File: src/rtl/wram_arbiter.sv
`default_nettype none
// ============================================================================
// Module   : wram_arbiter
// Purpose  : Shares one single-port 8 KB work-RAM between a CPU bus (byte
//            strobes, fixed latency) and an RV bus (toggle handshake, 16-bit
//            data with byte strobes). CPU accesses are issued in the strobe
//            cycle and preempt RV; a colliding RV request is latched and
//            issued the following cycle.
// Ports    : clk, resetn (async, active-low)
//            cpu_addr/cpu_we/cpu_oe/cpu_din -> cpu_dout, cpu_hit
//            rv_addr/rv_din/rv_ds/rv_we/rv_req -> rv_dout, rv_ack, rv_hit
//            i_wram_load_ongoing : RV owns the RAM, CPU writes dropped,
//                                  CPU reads return 8'hFF
//            mem_addr/mem_we/mem_din/mem_dout : BSRAM port (1-cycle read)
//            dirty_clr -> dirty  : CPU write tracking
// Config   : WRAM_DIRTY_TRACK_EN enables dirty tracking; when undefined
//            dirty is tied low and dirty_clr is ignored.
// Revision : 1.0 - initial release
// ============================================================================
module wram_arbiter #(
    parameter logic [15:0] CPU_BASE = 16'h6000,
    parameter logic [22:0] RV_BASE  = 23'h066000
) (
    input  logic        clk,
    input  logic        resetn,
    input  logic [15:0] cpu_addr,
    input  logic        cpu_we,
    input  logic        cpu_oe,
    input  logic [7:0]  cpu_din,
    output logic [7:0]  cpu_dout,
    output logic        cpu_hit,
    input  logic [22:0] rv_addr,
    input  logic [15:0] rv_din,
    input  logic [1:0]  rv_ds,
    input  logic        rv_we,
    input  logic        rv_req,
    output logic [15:0] rv_dout,
    output logic        rv_ack,
    output logic        rv_hit,
    input  logic        i_wram_load_ongoing,
    output logic [12:0] mem_addr,
    output logic        mem_we,
    output logic [7:0]  mem_din,
    input  logic [7:0]  mem_dout,
    input  logic        dirty_clr,
    output logic        dirty
);

    localparam logic [1:0] S_IDLE    = 2'd0;
    localparam logic [1:0] S_RV_WAIT = 2'd1;
    localparam logic [1:0] S_RV_RD   = 2'd2;
    localparam logic [1:0] S_RV_ACK  = 2'd3;

    // Upper window limits computed one bit wider so a base near the top of
    // the address space cannot wrap.
    localparam logic [16:0] CPU_LIM = {1'b0, CPU_BASE} + 17'h01FFF;
    localparam logic [23:0] RV_LIM  = {1'b0, RV_BASE}  + 24'h001FFF;

    logic [1:0]  r_state;
    logic [1:0]  w_state_next;
    logic        r_armed;
    logic        r_req_q;
    logic [12:0] r_lat_idx;
    logic [15:0] r_lat_din;
    logic [1:0]  r_lat_ds;
    logic        r_lat_we;
    logic        r_cpu_rd;
    logic        r_cpu_rd_ff;

    logic [12:0] w_cpu_idx;
    logic [12:0] w_rv_idx;
    logic        w_cpu_issue;
    logic        w_rv_det;
    logic        w_rv_live;
    logic        w_rv_lat;

    assign cpu_hit = ({1'b0, cpu_addr} >= {1'b0, CPU_BASE}) && ({1'b0, cpu_addr} <= CPU_LIM);
    assign rv_hit  = ({1'b0, rv_addr}  >= {1'b0, RV_BASE})  && ({1'b0, rv_addr}  <= RV_LIM);

    // Window is 8 KB, so the index only depends on the low 13 address bits.
    assign w_cpu_idx = cpu_addr[12:0] - CPU_BASE[12:0];
    assign w_rv_idx  = rv_addr[12:0]  - RV_BASE[12:0];

    // resetn gates the combinational CPU path so the RAM port is quiet
    // while reset is held, even if the CPU bus is strobing.
    assign w_cpu_issue = resetn & (cpu_we | cpu_oe) & cpu_hit & ~i_wram_load_ongoing;
    assign w_rv_det    = (r_state == S_IDLE) & r_armed & (rv_req != r_req_q) & rv_hit;
    assign w_rv_live   = w_rv_det & ~w_cpu_issue;
    assign w_rv_lat    = (r_state == S_RV_WAIT) & ~w_cpu_issue;

    function automatic logic [7:0] rv_byte(input logic [15:0] d, input logic [1:0] ds);
        return ds[0] ? d[7:0] : d[15:8];
    endfunction

    // ---------------- FSM: state register ----------------
    always_ff @(posedge clk or negedge resetn) begin
        if (!resetn) begin
            r_state <= S_IDLE;
        end else begin
            r_state <= w_state_next;
        end
    end

    // ---------------- FSM: next state ----------------
    always_comb begin
        w_state_next = r_state;
        case (r_state)
            S_IDLE: begin
                if (w_rv_det) begin
                    if (w_cpu_issue) w_state_next = S_RV_WAIT;
                    else             w_state_next = rv_we ? S_RV_ACK : S_RV_RD;
                end
            end
            S_RV_WAIT: begin
                if (!w_cpu_issue) w_state_next = r_lat_we ? S_RV_ACK : S_RV_RD;
            end
            S_RV_RD:  w_state_next = S_IDLE;
            S_RV_ACK: w_state_next = S_IDLE;
            default:  w_state_next = S_IDLE;
        endcase
    end

    // ---------------- FSM: RAM port outputs ----------------
    always_comb begin
        mem_addr = 13'd0;
        mem_we   = 1'b0;
        mem_din  = 8'd0;
        if (w_cpu_issue) begin
            mem_addr = w_cpu_idx;
            mem_we   = cpu_we;
            mem_din  = cpu_we ? cpu_din : 8'd0;
        end else if (w_rv_live) begin
            mem_addr = w_rv_idx;
            mem_we   = rv_we & (|rv_ds);
            mem_din  = rv_byte(rv_din, rv_ds);
        end else if (w_rv_lat) begin
            mem_addr = r_lat_idx;
            mem_we   = r_lat_we & (|r_lat_ds);
            mem_din  = rv_byte(r_lat_din, r_lat_ds);
        end
    end

    // ---------------- Handshake, latch and read-data registers ----------------
    always_ff @(posedge clk or negedge resetn) begin
        if (!resetn) begin
            r_armed     <= 1'b0;
            r_req_q     <= 1'b0;
            r_lat_idx   <= 13'd0;
            r_lat_din   <= 16'd0;
            r_lat_ds    <= 2'd0;
            r_lat_we    <= 1'b0;
            rv_ack      <= 1'b0;
            rv_dout     <= 16'd0;
            r_cpu_rd    <= 1'b0;
            r_cpu_rd_ff <= 1'b0;
            cpu_dout    <= 8'd0;
        end else begin
            // Toggle history only advances in IDLE so a toggle seen while
            // busy is still pending on return.
            if (r_state == S_IDLE) begin
                r_armed <= 1'b1;
                r_req_q <= rv_req;
            end
            if (w_rv_det) begin
                r_lat_idx <= w_rv_idx;
                r_lat_din <= rv_din;
                r_lat_ds  <= rv_ds;
                r_lat_we  <= rv_we;
            end
            // Write ack shows while in RV_ACK; read ack follows RV_RD.
            rv_ack <= (w_state_next == S_RV_ACK) | (r_state == S_RV_RD);
            if (r_state == S_RV_RD) begin
                rv_dout <= {mem_dout, mem_dout};
            end
            r_cpu_rd    <= cpu_oe & cpu_hit;
            r_cpu_rd_ff <= i_wram_load_ongoing;
            if (r_cpu_rd) begin
                cpu_dout <= r_cpu_rd_ff ? 8'hFF : mem_dout;
            end
        end
    end

`ifdef WRAM_DIRTY_TRACK_EN
    logic r_dirty;
    // A committed write in the same cycle as a clear leaves the flag set.
    always_ff @(posedge clk or negedge resetn) begin
        if (!resetn) begin
            r_dirty <= 1'b0;
        end else if (w_cpu_issue & cpu_we) begin
            r_dirty <= 1'b1;
        end else if (dirty_clr) begin
            r_dirty <= 1'b0;
        end
    end
    assign dirty = r_dirty;
`else
    logic w_unused_dirty_clr;
    assign w_unused_dirty_clr = dirty_clr;
    assign dirty = 1'b0;
`endif

endmodule
`default_nettype wire
File: config.mk
export PLATFORM = sky130hd
export DESIGN_NAME = wram_arbiter
export DESIGN_NICKNAME = d
export VERILOG_FILES = /design/src/rtl/wram_arbiter.sv
export SDC_FILE = /design/constraint.sdc
export NUM_CORES = 1
export LEC_CHECK = 0
export ABC_AREA = 1
export BUFFER_PORTS_ARGS = -buffer_cell sky130_fd_sc_hd__buf_2
export CAP_MARGIN = 20
export CELL_PAD_IN_SITES_DETAIL_PLACEMENT = 1
export CELL_PAD_IN_SITES_GLOBAL_PLACEMENT = 2
export CORE_MARGIN = 2
export CORE_UTILIZATION = 26
export DETAILED_ROUTE_END_ITERATION = 8
export MAX_ROUTING_LAYER = met4
export PLACE_DENSITY = 0.93
export SLEW_MARGIN = 10
export SYNTH_ARGS = -nofsm -noshare
export SYNTH_HDL_FRONTEND = slang
export SYNTH_SLANG_ARGS = --single-unit
File: constraint.sdc
create_clock -name clk -period 2.5 [get_ports clk]
set_input_delay 0.125 -clock clk [delete_from_list [all_inputs] [get_ports clk]]
set_output_delay 0.125 -clock clk [all_outputs]
set_load 0.005 [all_outputs]
# After elaboration in Yosys (flattened, before gate mapping)
# Index checks and enable logic that the tools add are counted.
# totals
input_bits	81
regBits	63
output_inout_bits	50
elab_cells	61
# classes
eq_ne	5
bitwise	15
n_lt_le_gt_ge	4
n_reduce_logical	6
n_mux	19
# op_table
cell	n
8-bit two-way mux	7
13-bit two-way mux	3
23-bit by 19-bit greater-or-equal comparator with 1-bit output (second input constant)	1
23-bit by 19-bit less-or-equal comparator with 1-bit output (second input constant)	1
16-bit by 15-bit greater-or-equal comparator with 1-bit output (second input constant)	1
16-bit by 15-bit less-or-equal comparator with 1-bit output (second input constant)	1
1-bit AND	11
2-bit == test (second input constant)	3
2-bit two-way mux	3
2-bit one-hot mux with 3 select lines	1
2-bit OR reduction	3
1-bit two-way mux	5
2-bit by 1-bit == test with 1-bit output (second input constant)	1
1-bit logical AND	2
2-bit logical NOT	1
1-bit NOT	2
1-bit bitwise OR	2
1-bit != test	1

# Depth between registers and ports, before layout
# Gate-level depths: netlist of the first run.
# depth
depth_word	9
depth_mapped	10
mapped_depth_nobuf	9

# Worst setup path before layout of the first run
# No wires, ideal clock.
# synth_path
kind	register to output
from	reg r_state[1]
to	out mem_din[0]
arrival_time_ns	1.273
n_path_buf	1
t_required_ns	2.375
stages_incl_launch_ff	9
setup_slack_ns	1.102
path_cell_list	dfrtp_1 nor2_2 nand2_1 nor2_2 inv_2 nor2_8 buf_6 nand3_1 nand3_1
# synth_via
elab_chain_len	7
word_cells_on_any_way	10
cone_classes	eq/ne: 1; mux: 3; bitwise: 5; reduce/logical: 1
# synth_rtl
item	line	rtl
from (decl)	59	logic [1:0] r_state;
from (signal assigned)	100	r_state <= w_state_next;
2-bit logical NOT	87	assign w_rv_det = (r_state == S_IDLE) & r_armed & (rv_req != r_req_q) & rv_hit;
1-bit AND (3 in a row)	87	
1-bit AND	88	assign w_rv_live = w_rv_det & ~w_cpu_issue;
8-bit two-way mux (*)	132	end else if (w_rv_live) begin
8-bit two-way mux (*)	128	if (w_cpu_issue) begin
to (decl)	43	output logic [7:0] mem_din,
# Mark *: on every way between the ends. The rest lies on a longest branch, timed or not.

# Final worst setup path of the first run
# layout_path
from	reg r_state[1]
to	out mem_addr[10]
# layout_via
elab_chain_len	7
word_cells_on_any_way	10
cone_classes	eq/ne: 1; mux: 3; bitwise: 5; reduce/logical: 1
# layout_rtl
item	line	rtl
2-bit logical NOT	87	
1-bit AND (3 in a row)	87	
1-bit AND	88	
13-bit two-way mux (*)	132	
13-bit two-way mux (*)	128	
to (decl)	41	output logic [12:0] mem_addr,
# Marks and branches as above.

==> results of run 1 <==
## power by group through the flow
stage | sequential, W | clock, W | combinational (W)
floorplan | 0.000982 | 0 | 0.000102
global placement | 0.000981 | 0 | 0.000230
detailed placement | 0.000985 | 0 | 0.000241
CTS | 0.000967 | 0.000524 | 0.000245
global route | 0.000974 | 0.000561 | 0.000279
finish | 0.000967 | 0.000489 | 0.000238
## what timing repair did
item	CTS	global route
setup endpoints to repair	0	0
hold buffers	2	0
buffers inserted	0	0
hold endpoints to repair	2	0
## cell families (layout without fill, tap and decap cells)
kind of cell | count (synthesis) | count (layout) | synth area share
flip-flops | 55 | 55 | 0.471
AND/OR/NAND/NOR | 222 | 222 | 0.317
multiplexers | 1 | 1 | 0.00385
other | 1 | 1 | 0.00128
buffers and inverters | 71 | 186 | 0.114
AO/OA/AOI/OAI | 53 | 53 | 0.0921
## registers in the layout, summed over array words and instances (netlist names)
register	count
r_cpu_rd_ff	1
rv_ack	1
r_lat_idx	13
r_cpu_rd	1
cpu_dout	8
r_req_q	1
r_armed	1
r_lat_din	16
r_lat_ds	2
r_lat_we	1
rv_dout	8
r_state	2
## cell usage after synthesis (all sizes together)
| cell | n |
|---|---|
| a21oi | 8 |
| buf | 19 |
| clkbuf | 9 |
| conb | 1 |
| dfrtp | 55 |
| inv | 43 |
| mux2 | 1 |
| nand2 | 145 |
| nand3 | 49 |
| nor2 | 26 |
| nor3b | 1 |
| o2111ai | 1 |
| o21ai | 44 |
| or2 | 1 |
## metal layers
metal | wire length (microns) | share of wire
met4 | 51 | 0.0059
met3 | 400 | 0.046
met2 | 4260 | 0.49
met1 | 3920 | 0.45
met5 | 0 | 0
## critical path, delay by kind of cell (launching register included)
family,cells,cell delay (ns)
flops,1,0.42
simple gates,6,0.94
buf+inv,3,0.45
## cell type report
cell class | instances | share of cell area
timing repair buffer | 135 | 0.191
clock buffer | 6 | 0.0195
multi-input combinational | 277 | 0.325
inverter | 43 | 0.0433
clock inverter | 2 | 0.00437
sequential | 55 | 0.370
tap | 140 | 0.0470
## final timing paths
kind	startpoint	end	slack (ns)	cells past startpoint
worst max-delay path	r_state[1]	mem_addr[10]	0.27	9
worst min-delay path	resetn	r_req_q	-0.02	2
worst max register to register	r_state[1]	r_lat_idx[11]	0.80	8
worst min register to register	r_armed	r_armed	0.47	1
max in group asynchronous	resetn	r_lat_idx[2]	2.05	2
min in group clk	rv_addr[3]	r_lat_idx[3]	0.03	3
## layout by cell type (no fill, tap or decap), drive strengths merged
master / instances
a21oi: 8
dfrtp: 55
nand2: 145
inv: 44
conb: 1
mux2: 1
buf: 133
clkbuf: 6
o21ai: 44
dlygate4sd3: 2
nand3: 49
or2: 1
clkinvlp: 1
nor2: 26
o2111ai: 1
nor3b: 1
## through the flow
stage / hold WS, ns / setup WS, ns / area [sq um] / util
detailed placement: 0.275 / 0.571 / 3610 / 0.332
global placement: 0.286 / 0.645 / 3610 / 0.332
floorplan: -0.171 / 1.10 / 2920 / -
global route: 0.0244 / 0.0667 / 3720 / 0.342
finish: -0.0159 / 0.267 / 3720 / 0.342
CTS: 0.00184 / 0.228 / 3720 / 0.342
==> results.cfg, run 1 <==
[global_route]
grt.overflow.total = 0
antenna_found_initial = 0
grt_max_degree = 56
use_met2 = 0.261
grtUsageMet1 = 0.177
grt_pass1_vias = 2937
track_usage = 0.147
grt.busiest_layer = met2
grt_pass1_wl_microns = 13700
grt_util_met3 = 0.0223

[final_layout]
multi_input_area_sq_um = 1210
final.fill_count = 1396
finalNetCount = 598
antenna_cells = 0
area_delta_synth_final_pct = 27.5
layout.cells.non_filler = 658
drive_gt1_frac = 0.286
seqCellArea_sq_um = 1380

[clocking]
cts_buffer_depth = 2
clkSinkCount = 55
root_buffer = clkbuf_8
cts-resized-gates = 0
path_clk_slew_ns = 0.10
numCtsBuffers = 5
tritoncts = built
clkLatencyLatePin_ns = 0.30
htreeDepth = 2

[power]
powerDensity_nw_per_um2 = 455
clockPowerShare = 0.289
swShare = 0.263
p_sw_w = 0.000445
power_frac_comb = 0.140
internal-power_w = 0.00125
finalPower_w = 0.00169
p_leak_nw = 2.06
seq_power_share = 0.571
vdd_drop_max_v = 0.000179

[critical_path]
critPathMaxStageDelay_ns = 0.42
criticalPathCategory = reg -> out
end_kind = primary output
cp-start-kind = flip-flop
critical_path_arrival_ns = 2.11
path_cells = nor2_2, nand2_1, nor2_2, inv_2, nor2_8, buf_4, nand3_1, nand3_1, buf_2
worst_path_max_delay_cell = dfrtp_1
critical_path_peak_fanout = 24
required_ns = 2.38

[yosys]
syn_nets = 484
netlist_area_sq_um = 2920
synth_top_area_cell = dfrtp_1
synth.distinct_cells = 21
synthCells = 403
ys_seq_elements = 55
synth_top_area_frac = 0.471
ys_seq_area_frac = 0.471
yosys-top-cells-area = dfrtp_1 (47%), nand2_1 (19%), nand3_1 (8.4%)
synth_area_per_cell_sq_um = 7.25
ys_warn_count = 0

[sta]
setup_viol = 0
period_share = 0.893
slew_headroom = 0.493
tightest_slew_ns = 0.759
hold_ws_ns = -0.0159
hold_violations = 24
rsz0062_at_grt = false
max_freq_ghz = 0.448
slew_violations = 0
finalWorstPathRequiredPeriod_ns = 2.23
skew_ns = 0.00657
setup_tns_ns = 0

[route]
wl_microns = 8630
antenna_left = 0
vias_per_cell = 4.45
post_drt_wl_per_cell_microns = 13.1
vias = 2928
drt_first_pass_iters = 4
drc = 0
drt_iter0_drc = 87

[floorplanning]
boundaryPins = 131
fp.dieW_microns = 110
start_util = 0.268
core_area_sq_um = 10900
die-area_sq_um = 12100
fp.dieH_microns = 110
rows = 38

[run]
drv_cap = 0

[hold_path]
hold_path_class = in -> async

[outcome]
violations = negative hold slack
status = finished with violations

[placed_design]
place.gp.congestion = 0.718
port_buffers = 128
dp_hpwl_microns = 6440
place_inst = 648
No activity file was read; power rests on OpenSTA's default activity.
==> run 2: changes to the inputs <==
==> constraint.sdc (replaced) <==
create_clock -name clk -period 2.8 [get_ports clk]
set_input_delay 0.14 -clock clk [delete_from_list [all_inputs] [get_ports clk]]
set_output_delay 0.14 -clock clk [all_outputs]
set_load 0.005 [all_outputs]
==> results.cfg, run 2 (same netlist as run 1, synthesis figures left out) <==
[final_layout]
layout_common_cells = nand2_1 (145), buf_2 (128), dfrtp_1 (55)
largest_register_ffs = 16
reg_top3 = r_lat_din: 16 flops, r_lat_idx: 13 flops
regMostFlops = r_lat_din
final.fill_count = 1409
antenna_cells = 0
drive_gt1_frac = 0.283
fin_area_sq_um = 3710
area_delta_synth_final_pct = 27.1
layout_commonest_cell = nand2_1
finalNetCount = 596

[critical_path]
required_ns = 2.66
critical_path_arrival_ns = 2.19
cp-start-kind = flip-flop
end_kind = primary output
reg2reg_slack_ns = 1.01
criticalPathCategory = reg -> out
critical_path_peak_fanout = 54
r2r-end = r_lat_ds[0]
r2r-start = r_state[1]
r2r_cells = 6

[clocking]
numCtsBuffers = 5
clkLatencyLatePin_ns = 0.30
clkSinkCount = 55
path_clk_slew_ns = 0.10
cts_setup_buffers = 0
tritoncts = built
root_buffer = clkbuf_8
cts-resized-gates = 0
htreeDepth = 2
cts_buffer_depth = 2

[floorplanning]
die-area_sq_um = 12100
fp.dieW_microns = 110
start_util = 0.268
fp.dieH_microns = 110
rows = 38
boundaryPins = 131
core_area_sq_um = 10900

[hold_path]
hold_path_class = in -> async

[placed_design]
place.gp.congestion = 0.706
dp_hpwl_microns = 6260
port_buffers = 128
placed_area_sq_um = 3590

[global_route]
grt_pass1_wl_microns = 13500
grt.overflow.total = 0
antenna_found_initial = 0
grt_pass1_vias = 3018
grt_max_degree = 56
track_usage = 0.144

[sta]
hold_violations = 0
slew_violations = 0
setup_viol = 0
max_freq_ghz = 0.429
tightest_slew_ns = 0.762
hold_ws_ns = 0.00227
setup_tns_ns = 0
period_share = 0.832
finalWorstPathRequiredPeriod_ns = 2.33
slew_headroom = 0.491
rsz0062_at_grt = false
skew_ns = 0.00471

[route]
vias_per_cell = 4.52
drt_first_pass_iters = 5
post_drt_wl_per_cell_microns = 12.9
wl_microns = 8420
vias = 2959
drt_iter0_drc = 79
drc = 0
antenna_left = 0

[power]
vdd_drop_max_v = 0.000184
powerDensity_nw_per_um2 = 427
power_frac_comb = 0.134
swShare = 0.246
clockPowerShare = 0.323
internal-power_w = 0.00120
p_sw_w = 0.000391
seq_power_share = 0.543
p_leak_nw = 2.05
finalPower_w = 0.00159

[outcome]
status = finished clean

[run]
drv_cap = 0
==> run 2: area by class of cell <==
cell class	count	area, sq um	share of cell area
clock inverters	2	37.5	0.0101
well taps	140	175	0.0472
repair buffers	133	683	0.184
multi-input cells	277	1210	0.326
flip-flops and latches	55	1380	0.371
clock buffers	5	68.8	0.0185
inverters	43	161	0.0435
==> run 2: power groups by stage <==
stage                     sequential [W]  combinational [W]  clock [W]
after floorplan                 0.000876          0.0000910          0
after global placement          0.000876           0.000206          0
after detailed placement        0.000879           0.000215          0
after CTS                       0.000863           0.000218   0.000540
after global routing            0.000868           0.000247   0.000560
final                           0.000862           0.000213   0.000512
==> run 2: critical path: stages, from the launching register on <==
cell and delay [ns]:
dfrtp_1 0.41, nor2_2 0.15, nand2_1 0.08, nor2_2 0.18, inv_2 0.09, nor2_8 0.53
nand3_1 0.17, nand3_1 0.13, buf_2 0.13
==> run 2: timing repair <==
action,in CTS,in global routing
setup endpoints to repair,0,0
hold buffers,2,0
hold endpoints to repair,2,0
==> run 2: worst max path at each step <==
stage | startpoint | to | slack, ns | cells past startpoint
after floorplan | r_state[1] | mem_din[0] | 1.39 | 8
after global routing | r_state[1] | mem_we | 0.20 | 8
final | r_state[1] | mem_we | 0.47 | 8
after CTS | r_state[1] | mem_we | 0.43 | 8
after detailed placement | r_state[1] | mem_we | 0.77 | 8
after global placement | r_state[1] | mem_we | 0.81 | 8
==> run 2: per-stage QoR <==
stage,instances,setup slack (ns),util
after floorplan,403,1.39,-
after global placement,646,0.809,0.329
after detailed placement,646,0.772,0.329
after CTS,655,0.427,0.341
after global routing,655,0.197,0.341
final,655,0.471,0.341
==> run 2: per-layer routing <==
| metal | GRT usage | part of all wire | vias to the layer above |
|---|---|---|---|
| met5 | - | 0 | - |
| met3 | 0.0235 | 0.058 | 4 |
| met2 | 0.262 | 0.50 | 79 |
| met1 | 0.166 | 0.43 | 1400 |
| met4 | 0.0325 | 0.0075 | 0 |
| li1 | - | - | 1476 |
==> run 3: changes to the inputs <==
--- a/config.mk
+++ b/config.mk
@@ -11,10 +11,10 @@
 export CELL_PAD_IN_SITES_DETAIL_PLACEMENT = 1
 export CELL_PAD_IN_SITES_GLOBAL_PLACEMENT = 2
 export CORE_MARGIN = 2
-export CORE_UTILIZATION = 26
+export CORE_UTILIZATION = 24
 export DETAILED_ROUTE_END_ITERATION = 8
 export MAX_ROUTING_LAYER = met4
-export PLACE_DENSITY = 0.93
+export PLACE_DENSITY = 0.87
 export SLEW_MARGIN = 10
 export SYNTH_ARGS = -nofsm -noshare
 export SYNTH_HDL_FRONTEND = slang
==> constraint.sdc (replaced) <==
create_clock -name clk -period 2.25 [get_ports clk]
set_input_delay 0.1125 -clock clk [delete_from_list [all_inputs] [get_ports clk]]
set_output_delay 0.1125 -clock clk [all_outputs]
set_load 0.005 [all_outputs]
==> results.cfg, run 3 (same netlist as run 1, synthesis figures left out) <==
[outcome]
status = finished clean

[power]
swShare = 0.240
p_leak_nw = 2.09
internal-power_w = 0.00170
vdd_drop_max_v = 0.000286
powerDensity_nw_per_um2 = 581
p_sw_w = 0.000534
seq_power_share = 0.482
power_frac_comb = 0.120
clockPowerShare = 0.398

[route]
drt_iter0_drc = 97
wl_microns = 8770
post_drt_wl_per_cell_microns = 13.2
drc = 0
drt_first_pass_iters = 4
vias = 2997
antenna_left = 0
vias_per_cell = 4.50

[placed_design]
pre_cts_slack_ns = 0.535
place.gp.congestion = 0.732
port_buffers = 128
place_inst = 656
dp_hpwl_microns = 6500

[clocking]
htreeDepth = 2
cts_setup_buffers = 0
numCtsBuffers = 5
path_clk_slew_ns = 0.07
root_buffer = clkbuf_16
clkSinkCount = 55
cts_buffer_depth = 2
clkLatencyLatePin_ns = 0.29
tritoncts = built

[sta]
skew_ns = 0.00755
slew_violations = 0
tightest_slew_ns = 0.727
period_share = 0.885
rsz0062_at_grt = false
finalWorstPathRequiredPeriod_ns = 1.99
setup_tns_ns = 0
max_freq_ghz = 0.502
setup_viol = 0
setup_ws_ns = 0.259
hold_violations = 0
slew_headroom = 0.515

[global_route]
antenna_found_initial = 0
grt_pass1_wl_microns = 14500
grt_max_degree = 56
grt_pass1_vias = 3021
grt.overflow.total = 0
track_usage = 0.140

[floorplanning]
die-area_sq_um = 13100
rows = 40
boundaryPins = 131
start_util = 0.244
core_area_sq_um = 12000
fp.dieW_microns = 114
fp.dieH_microns = 114

[final_layout]
layout.cells.non_filler = 666
antenna_cells = 0
final.fill_count = 1532
largest_register_ffs = 16
drive_gt1_frac = 0.293
fin_util = 0.321
layout_commonest_cell = nand2_1
area_delta_synth_final_pct = 31.3
reg_top3 = r_lat_din: 16 flops, r_lat_idx: 13 flops
regMostFlops = r_lat_din
layout_common_cells = nand2_1 (144), buf_2 (128), dfrtp_1 (55)
finalNetCount = 599

[critical_path]
critical_path_arrival_ns = 1.88
critPathMaxStageDelay_ns = 0.41
critPathBufInv = 3
criticalPathCategory = reg -> out
worst_path_max_delay_cell = dfrtp_1
critical_path.top_delay_family = simple AND/OR/NAND/NOR gates
critical_path_peak_fanout = 54
cp-start-kind = flip-flop
end_kind = primary output
path_cells = nor2_2, nand2_1, nor2_2, inv_2, nor2_8, buf_12, nand3_1, nand3_1, buf_2
required_ns = 2.14

[run]
drv_cap = 0

[hold_path]
hold_path_class = in -> async
[run 3: changes by cell type in the layout (fill, tap and decap cells not counted), sizes merged]
cell,previous run,this run
buf,131,134
clkinv,0,1
[run 3: metal layers]
metal  track usage  wire [microns]  vias to the layer above
li1              -               -                     1480
met1         0.178            3980                     1440
met2         0.237            4360                       73
met3        0.0238             341                        4
met4        0.0260              85                        0
met5             -               0                        -
[run 3: area by class of cell]
type | count | area [sq um] | share of cell area
flip-flops and latches | 55 | 1380 | 0.359
multi-input cells | 277 | 1220 | 0.318
repair buffers | 136 | 718 | 0.187
well taps | 147 | 184 | 0.0480
inverters | 43 | 165 | 0.0431
clock buffers | 5 | 125 | 0.0326
clock inverters | 3 | 47.5 | 0.0124
[run 3: worst paths after layout]
check | slack (ns) | startpoint | to | cells after the start
worst max-delay path | 0.26 | r_state[1] | mem_addr[1] | 9
worst min-delay path | 0.02 | resetn | r_lat_din[12] | 2
worst max register to register | 0.75 | r_state[1] | r_lat_din[1] | 8
worst min register to register | 0.47 | r_armed | r_armed | 1
max in group asynchronous | 1.76 | resetn | r_lat_idx[1] | 2
min in group clk | 0.03 | rv_ds[1] | r_lat_ds[1] | 3
[run 3: metrics by stage]
| step | hold slack (ns) | cell area [sq um] | power, W |
|---|---|---|---|
| final | 0.0170 | 3830 | 0.00223 |
| after floorplan | -0.183 | 2920 | 0.00120 |
| after CTS | 0.0246 | 3820 | 0.00228 |
| after global placement | 0.239 | 3630 | 0.00135 |
| after global routing | 0.0340 | 3830 | 0.00237 |
| after detailed placement | 0.253 | 3630 | 0.00136 |
[run 3: worst reg2reg max path: cells and delay by family (launching register included)]
kind,cells,cell delay (ns)
compound gates,1,0.08
flops,1,0.41
simple gates,5,0.64
buf+inv,2,0.31
[run 3: repair_timing]
item	CTS	global route
hold endpoints to repair	2	0
hold buffers	2	0
resized for setup	0	3
endpoints found under the setup margin	0	15
[run 3: power groups by stage]
stage	Combinational, W	Clock, W	Sequential, W
2_1_floorplan	0.000113	0	0.00109
3_3_place_gp	0.000257	0	0.00109
3_5_place_dp	0.000270	0	0.00109
4_1_cts	0.000274	0.000932	0.00107
5_1_grt	0.000311	0.000975	0.00108
6_report	0.000268	0.000887	0.00107
